==> config.mk <==
export PLATFORM = sky130hd
export DESIGN_NAME = led_cmd_sequencer
export DESIGN_NICKNAME = d
export VERILOG_FILES = /design/src/rtl/led_cmd_sequencer.sv
export SDC_FILE = /design/constraint.sdc
export NUM_CORES = 1
export LEC_CHECK = 0
export ABC_AREA = 1
export CELL_PAD_IN_SITES_DETAIL_PLACEMENT = 1
export CELL_PAD_IN_SITES_GLOBAL_PLACEMENT = 2
export CORE_ASPECT_RATIO = 0.9
export CORE_MARGIN = 2
export CORE_UTILIZATION = 30
export DETAILED_ROUTE_END_ITERATION = 16
export PLACE_DENSITY = 0.74
export SYNTH_ARGS = -nofsm -noshare
export SYNTH_HDL_FRONTEND = slang
export SYNTH_SLANG_ARGS = --single-unit
==> constraint.sdc <==
create_clock -name clk -period 3.39 [get_ports clk]
set_input_delay 0.678 -clock clk [delete_from_list [all_inputs] [get_ports clk]]
set_output_delay 0.678 -clock clk [all_outputs]
set_load 0.01 [all_outputs]
==> src/rtl/led_cmd_sequencer.sv <==
// Framed UART command parser driving a small LED register with autonomous blinking.
// Frames are A5, CMD, ARG, CHK (CHK = CMD ^ ARG). Commands take effect two edges after CHK.
module led_cmd_sequencer #(
  parameter int NUM_LEDS        = 2,
  parameter int TICK_DIV        = 50000,
  parameter int TIMEOUT_MS      = 10,
  parameter int DEF_HALF_PERIOD = 250
) (
  input  logic                clk,
  input  logic                rst_n,
  input  logic [7:0]          rx_data,
  input  logic                rx_valid,
  output logic [NUM_LEDS-1:0] leds,
  output logic                cmd_done,
  output logic                frame_err,
  output logic                busy
);

  localparam int PW = (TICK_DIV > 1) ? $clog2(TICK_DIV) : 1;
  localparam int TW = (TIMEOUT_MS > 0) ? $clog2(TIMEOUT_MS + 1) : 1;
  localparam logic [PW-1:0] PRESC_MAX = PW'(TICK_DIV - 1);
  localparam logic [TW-1:0] TO_LIMIT  = TW'(TIMEOUT_MS);

  localparam logic [7:0] SOF              = 8'hA5;
  localparam logic [7:0] CMD_SET          = 8'h01;
  localparam logic [7:0] CMD_TOGGLE       = 8'h02;
  localparam logic [7:0] CMD_BLINK_MASK   = 8'h03;
  localparam logic [7:0] CMD_BLINK_PERIOD = 8'h04;

  typedef enum logic [2:0] {
    IDLE    = 3'd0,
    GET_CMD = 3'd1,
    GET_ARG = 3'd2,
    GET_CHK = 3'd3,
    EXEC    = 3'd4
  } state_t;

  state_t              state, state_nxt;
  logic [7:0]          cmd_q, arg_q;
  logic [PW-1:0]       presc;
  logic                tick;
  logic [TW-1:0]       timeout_cnt;
  logic                in_frame, timed_out;
  logic                fsm_err, byte_acc, latch_cmd, latch_arg;
  logic [7:0]          blink_cnt, half_period;
  logic [NUM_LEDS-1:0] blink_mask;
  logic                blink_evt, apply_known;
  logic                exec_vld_p0;
  logic [7:0]          exec_cmd_p0, exec_arg_p0;

  function automatic logic [7:0] sat_half_period(input logic [7:0] p);
    return (p == 8'd0) ? 8'd1 : p;
  endfunction

  function automatic logic is_known(input logic [7:0] c);
    return (c == CMD_SET) || (c == CMD_TOGGLE) ||
           (c == CMD_BLINK_MASK) || (c == CMD_BLINK_PERIOD);
  endfunction

  assign tick      = (presc == PRESC_MAX);
  assign in_frame  = (state == GET_CMD) || (state == GET_ARG) || (state == GET_CHK);
  assign timed_out = in_frame && (timeout_cnt == TO_LIMIT);
  assign busy      = (state != IDLE);

  always_ff @(posedge clk or negedge rst_n) begin
    if (!rst_n)     presc <= '0;
    else if (tick)  presc <= '0;
    else            presc <= presc + 1'b1;
  end

  // A timeout wins over a byte arriving in the same cycle, so that byte is dropped.
  always_comb begin
    state_nxt = state;
    fsm_err   = 1'b0;
    byte_acc  = 1'b0;
    latch_cmd = 1'b0;
    latch_arg = 1'b0;
    case (state)
      IDLE: begin
        if (rx_valid && rx_data == SOF) begin
          state_nxt = GET_CMD;
          byte_acc  = 1'b1;
        end
      end
      GET_CMD: begin
        if (timed_out) begin
          state_nxt = IDLE;
          fsm_err   = 1'b1;
        end else if (rx_valid) begin
          state_nxt = GET_ARG;
          byte_acc  = 1'b1;
          latch_cmd = 1'b1;
        end
      end
      GET_ARG: begin
        if (timed_out) begin
          state_nxt = IDLE;
          fsm_err   = 1'b1;
        end else if (rx_valid) begin
          state_nxt = GET_CHK;
          byte_acc  = 1'b1;
          latch_arg = 1'b1;
        end
      end
      GET_CHK: begin
        if (timed_out) begin
          state_nxt = IDLE;
          fsm_err   = 1'b1;
        end else if (rx_valid) begin
          byte_acc = 1'b1;
          if (rx_data == (cmd_q ^ arg_q)) begin
            state_nxt = EXEC;
          end else begin
            state_nxt = IDLE;
            fsm_err   = 1'b1;
          end
        end
      end
      EXEC: begin
        if (rx_valid && rx_data == SOF) begin
          state_nxt = GET_CMD;
          byte_acc  = 1'b1;
        end else begin
          state_nxt = IDLE;
        end
      end
      default: state_nxt = IDLE;
    endcase
  end

  always_ff @(posedge clk or negedge rst_n) begin
    if (!rst_n) state <= IDLE;
    else        state <= state_nxt;
  end

  // Held at zero outside the receive states, so entry to GET_CMD always starts clean.
  always_ff @(posedge clk or negedge rst_n) begin
    if (!rst_n)                                         timeout_cnt <= '0;
    else if (byte_acc || !in_frame)                     timeout_cnt <= '0;
    else if (tick && timeout_cnt != TO_LIMIT)           timeout_cnt <= timeout_cnt + 1'b1;
  end

  always_ff @(posedge clk) begin
    if (latch_cmd) cmd_q <= rx_data;
    if (latch_arg) arg_q <= rx_data;
  end

  // Stage p0: command captured while EXEC is active.
  always_ff @(posedge clk or negedge rst_n) begin
    if (!rst_n) exec_vld_p0 <= 1'b0;
    else        exec_vld_p0 <= (state == EXEC);
  end

  always_ff @(posedge clk) begin
    if (state == EXEC) begin
      exec_cmd_p0 <= cmd_q;
      exec_arg_p0 <= arg_q;
    end
  end

  assign apply_known = exec_vld_p0 && is_known(exec_cmd_p0);
  assign blink_evt   = tick && (blink_cnt >= half_period - 8'd1);

  // Stage p1: apply command; a command in the same cycle as a blink event suppresses the toggle.
  always_ff @(posedge clk or negedge rst_n) begin
    if (!rst_n) begin
      leds        <= '0;
      blink_mask  <= '0;
      half_period <= 8'(DEF_HALF_PERIOD);
      blink_cnt   <= 8'd0;
      cmd_done    <= 1'b0;
      frame_err   <= 1'b0;
    end else begin
      cmd_done  <= apply_known;
      frame_err <= fsm_err || (exec_vld_p0 && !is_known(exec_cmd_p0));
      if (tick) blink_cnt <= blink_evt ? 8'd0 : blink_cnt + 8'd1;
      if (apply_known) begin
        case (exec_cmd_p0)
          CMD_SET:    leds <= exec_arg_p0[NUM_LEDS-1:0];
          CMD_TOGGLE: leds <= leds ^ exec_arg_p0[NUM_LEDS-1:0];
          CMD_BLINK_MASK: begin
            blink_mask <= exec_arg_p0[NUM_LEDS-1:0];
            blink_cnt  <= 8'd0;
          end
          CMD_BLINK_PERIOD: begin
            half_period <= sat_half_period(exec_arg_p0);
            blink_cnt   <= 8'd0;
          end
          default: ;
        endcase
      end else if (blink_evt) begin
        leds <= leds ^ blink_mask;
      end
    end
  end

endmodule

Word level (Yosys, flattened, before mapping) --
Index checks and enable logic that the tools add are counted.
Word-level totals: flip-flop bits (word level) 78, memories 0, logic and storage cells 100, bits in latches 0, input bits 11, ROM bits 0, bits in writable memories 0
Cells by class: multiply operators 0, shifts and indexed selects 0, equal/unequal tests 18, magnitude comparators 1, bitwise gates (word level) 3, $add $sub $neg 4, reduce and logical (&&, ||, !) cells 28, div/mod/pow operators 0, muxes and demuxes 32
Operator list (count):
- 8-bit 2-to-1 mux | 5
- 3-bit 2-to-1 mux | 8
- 16-bit by 1-bit adder with 16-bit output (second input constant) | 1
- 16-bit == test (second input constant) | 1
- 8-bit by 2-bit == test with 1-bit output (second input constant) | 2
- 16-bit 2-to-1 mux | 1
- 3-bit one-hot mux with 5 select lines | 1
- 1-bit 2-to-1 mux | 10
- 3-bit != test (second input constant) | 3
- 8-bit by 1-bit adder with 8-bit output (second input constant) | 1
- 8-bit by 1-bit == test with 1-bit output (second input constant) | 1
- 8-bit by 3-bit == test with 1-bit output (second input constant) | 1
- 8-bit == test | 1
- 8-bit == test (second input constant) | 1
- 8-bit greater-or-equal comparator | 1
- 8-bit logical NOT | 1
- 4-bit 2-to-1 mux | 2
- 8-bit by 1-bit subtractor with 8-bit output (second input constant) | 1
- 8-bit bitwise XOR | 1
- 1-bit logical OR | 7
- 3-bit by 2-bit == test with 1-bit output (second input constant) | 2
- 1-bit logical AND | 6
- 2-bit AND reduction | 3
- 2-bit OR reduction | 3
- other kinds (17) | 22

Longest topological paths before layout --
depth after elaboration 8, gate-level depth with buffers 15, depth with buffers taken out 15

Worst setup path before layout --
No wires, ideal clock.
kind reg2reg, start reg half_period[0], end reg blink_cnt[4], stages on the path, launching flop included 14, path slack 1.372 ns, clock period less this slack 2.018 ns, library setup time 0.125 ns, arrival 1.893 ns, path through dfrtp_1 -> inv_1 -> ha_1 -> nand2_1 -> nor3_1 -> xor2_1 -> inv_1 -> ha_1 -> nand2_1 -> o21a_1 -> nand2_1 -> nand2_1 -> nand2_1 -> nor2_1
Between the ends: cells in the longest elaborated chain, start to end 7
RTL lines:
- start: declaration | RTL line 45 | logic [7:0] blink_cnt, half_period;
- start signal: assignment | RTL line 169 | half_period <= 8'(DEF_HALF_PERIOD);
- start signal: assignment | RTL line 186 | half_period <= sat_half_period(exec_arg_p0);
- 8-bit by 1-bit subtractor with 8-bit output (*) | RTL line 162 | assign blink_evt = tick && (blink_cnt >= half_period - 8'd1);
- 8-bit greater-or-equal comparator (*) | RTL line 162
- 1-bit logical AND (*) | RTL line 162
- 8-bit 2-to-1 mux (*) (2 in a row) | RTL line 176 | if (tick) blink_cnt <= blink_evt ? 8'd0 : blink_cnt + 8'd1;
- 8-bit 2-to-1 mux | RTL line 178 | case (exec_cmd_p0)
- 8-bit 2-to-1 mux (*) | RTL line 177 | if (apply_known) begin
- end signal: assignment | RTL line 176
- end: declaration | RTL line 45
Every way passes the cells marked *; elsewhere a longest branch is shown, timed or not. A chain may end at the register's enable or synchronous reset.

Final worst setup path --
start reg half_period[0], end reg blink_cnt[7]
Same word-level chain as after synthesis.

==> flow_summary.toml <==
[sta]
finalHoldViolCount = 0
rsz0062_at_grt = "no"
slew_headroom_pct = 27.08
max_freq_mhz = 443.3
fin_setup_tns_ns = 0
slew_viol_final = 0
finClkSkew_ns = 0.005669
worst_slack_ns = 1.134
setup_viol = 0
worstMarginPinSlew_ns = 1.094
period_minus_slack_ns = 2.256
period_share_pct = 66.54

[worst_setup_path]
critical_path_class = "flop to flop"
cpPeakStageDelay_ns = 0.37
start_kind = "flop"
path_cells = "inv_1 > ha_1 > nand2_1 > nor3_1 > xor2_1 > inv_1 > ha_1 > nand2_1 > o21a_1 > nand2_1 > nand2_1 > nand2_1 > nor2_1"
worstPathMaxFanout = 8
arrival_ns = 2.48
crit_path_frequent_cell = "nand2_1"
required_ns = 3.61
crit_path_end_kind = "flop"
critPathSlowestCell = "dfrtp_1"

[synthesis]
netlist_area_um2 = 4098
synthTopCellsByArea = "dfrtp_1, edfxtp_1, nand2_1"
synth-main-ff-cell = "dfrtp_1"
synth.most_common_cell = "nand2_1"
netlist.area_leader.share_pct = 24.43
avgSynthCellArea_um2 = 8.947
synth.yosys.warnings = 0
synth_cell_types = 33
synth_edf_count = 32
synth-async-reset-ratio_pct = 58.97
synth-seq-cells = 78
syn_nets = 482
yosysTopAreaCell = "dfrtp_1"
synth_cells = 458
yosysSeqAreaShare_pct = 51.73
yosys-top-cells-count = "nand2_1, inv_1, nor2_1"

[route]
drcViolationCount = 0
vias = 2977
via_per_inst = 4.524
finalWirelength_um = 8766
ant_nets = 0
avgRoutedWirePerCell_um = 13.32
first_pass_iters = 6
drt_iter0_drc = 62

[final_layout]
n_antenna_cell = 0
drive_gt1_share_pct = 10.20
nNetsFinal = 509
design_area_um2 = 4766
area_delta_synth_final_pct = 16.31

[flow_run]
max_cap_viol_count = 0

[clocking]
cts_tree = "done"
clkTransAtPathRegs_ns = 0.06
cts_hold_buffers = 0
cts_max_level = 3
clock_tree.buffer_depth = 2
cts_buffers = 9
post_cts_buffers = 0
cts.sinks = 78
root_buffer = "clkbuf_16"
cts_resized = 0
clock_latency_ns = 0.34

[pwr]
p_per_area_nw_per_um2 = 483.5
ir_worst_vdd_uv = 293.9
p_leak_nw = 2.248

[global_route]
grt_pass1_wl_um = 15060
grt_usage_pct = 13.21
grt_max_degree = 47
antenna_found_initial = 0
grt_pass1_vias = 3114
overflow = 0

[placement]
dp_hpwl_um = 6734
pre_cts_ws_ns = 1.033
io_buffers = 15
placed_cell_area_um2 = 4461
gp_congestion = 0.7459

[floorplanning]
die_width_um = 127.2
start_util_pct = 30.66
dieArea_um2 = 14610
dieHeight_um = 114.9
io_pins = 16
core_area_um2 = 13360
row_count = 40

[hold_path]
hold_class = "flop to flop"

[status]
status = "finished, final reports clean"
sequential cells by signal (all words and copies together), names as in the netlist:
register	cells
frame_err	1
arg_q	8
cmd_done	1
exec_cmd_p0	8
cmd_q	8
leds	2
blink_mask	2
exec_arg_p0	8
presc	16
exec_vld_p0	1
blink_cnt	8
state	3
half_period	8
timeout_cnt	4
kinds of logic (layout without fill, tap and decap cells):
group / after synthesis / in the layout / share of synthesized area [%]
compound gates: 33 / 33 / 4.244
fa+ha+maj: 13 / 13 / 3.970
xor+xnor: 30 / 30 / 6.412
flops: 78 / 78 / 51.73
buf+inv: 71 / 103 / 6.504
simple gates: 233 / 233 / 27.15
worst max-delay path: cells and delay by family, from the launching register on:
kind | cells | cell delay [ns]
fa+ha+maj | 2 | 0.46
xor+xnor | 1 | 0.16
simple gates | 7 | 0.78
compound gates | 1 | 0.19
flops | 1 | 0.37
buf+inv | 2 | 0.17
per-layer routing:
metal | global-route usage, % | vias up | wire length [µm]
met5 | 0 | - | 0
met2 | 21.94 | 25 | 4000
met3 | 4.095 | 7 | 265
met1 | 17.04 | 1421 | 4412
met4 | 3.077 | 0 | 88
li1 | - | 1524 | -
through the flow:
step	power (W)	instances	util, %	hold slack (ns)
floorplan	0.001236	458	-	0.3824
global placement	0.001326	642	33.38	0.4567
detailed placement	0.001337	642	33.38	0.4687
CTS	0.002347	658	35.66	0.4860
global route	0.002410	658	35.66	0.4946
finish	0.002304	658	35.66	0.4810
final timing paths:
kind	endpoint	start	slack, ns	depth (start not counted)
setup / recovery	blink_cnt[7]$_DFF_PN0_	half_period[0]$_DFFE_PN0P_	1.13	13
hold / removal	exec_cmd_p0[1]$_DFFE_PP_	cmd_q[1]$_DFFE_PP_	0.48	0
setup reg to reg	blink_cnt[7]$_DFF_PN0_	half_period[0]$_DFFE_PN0P_	1.13	13
hold reg to reg	exec_cmd_p0[1]$_DFFE_PP_	cmd_q[1]$_DFFE_PP_	0.48	0
max in group asynchronous	exec_vld_p0$_DFF_PN0_	rst_n	2.17	1
min in group asynchronous	presc[2]$_DFF_PN0_	rst_n	0.55	1
power by group:
group | internal (W) | switching [W] | leakage (nW)
clock | 0.000579 | 0.000410 | 0.143
combinational | 0.0000896 | 0.000148 | 1.21
sequential | 0.00104 | 0.0000353 | 0.893
layout by cell type (no fill, tap or decap), types with 2 or more instances in the layout:
cell and instances:
o21a_1 2, nor2_4 4, nand3b_1 5, inv_1 68, xnor2_1 13, xor2_1 17, nor3_1 14, nand2_2 4
clkdlybuf4s50_1 14, inv_2 2, edfxtp_1 32, nand3_1 20, clkinvlp_4 2, dfrtp_1 40, nand2_1 114, ha_1 13
nor2_2 8, o21ai_0 15, inv_6 3, a21oi_1 13, nand4_1 9, nor4_1 4, nor2_1 41, dfstp_2 6
nand3_2 3, clkbuf_16 9
layout make-up:
| cell class | count | area, µm² |
|---|---|---|
| timing repair buffer | 16 | 152.6 |
| multi-input combinational | 309 | 1712 |
| clock inverter | 7 | 80.08 |
| clock buffer | 9 | 225.2 |
| fill | 1547 | 8597 |
| sequential | 78 | 2120 |
| tap | 168 | 210.2 |
| inverter | 71 | 266.5 |
Power figures use the tool's default switching activity.
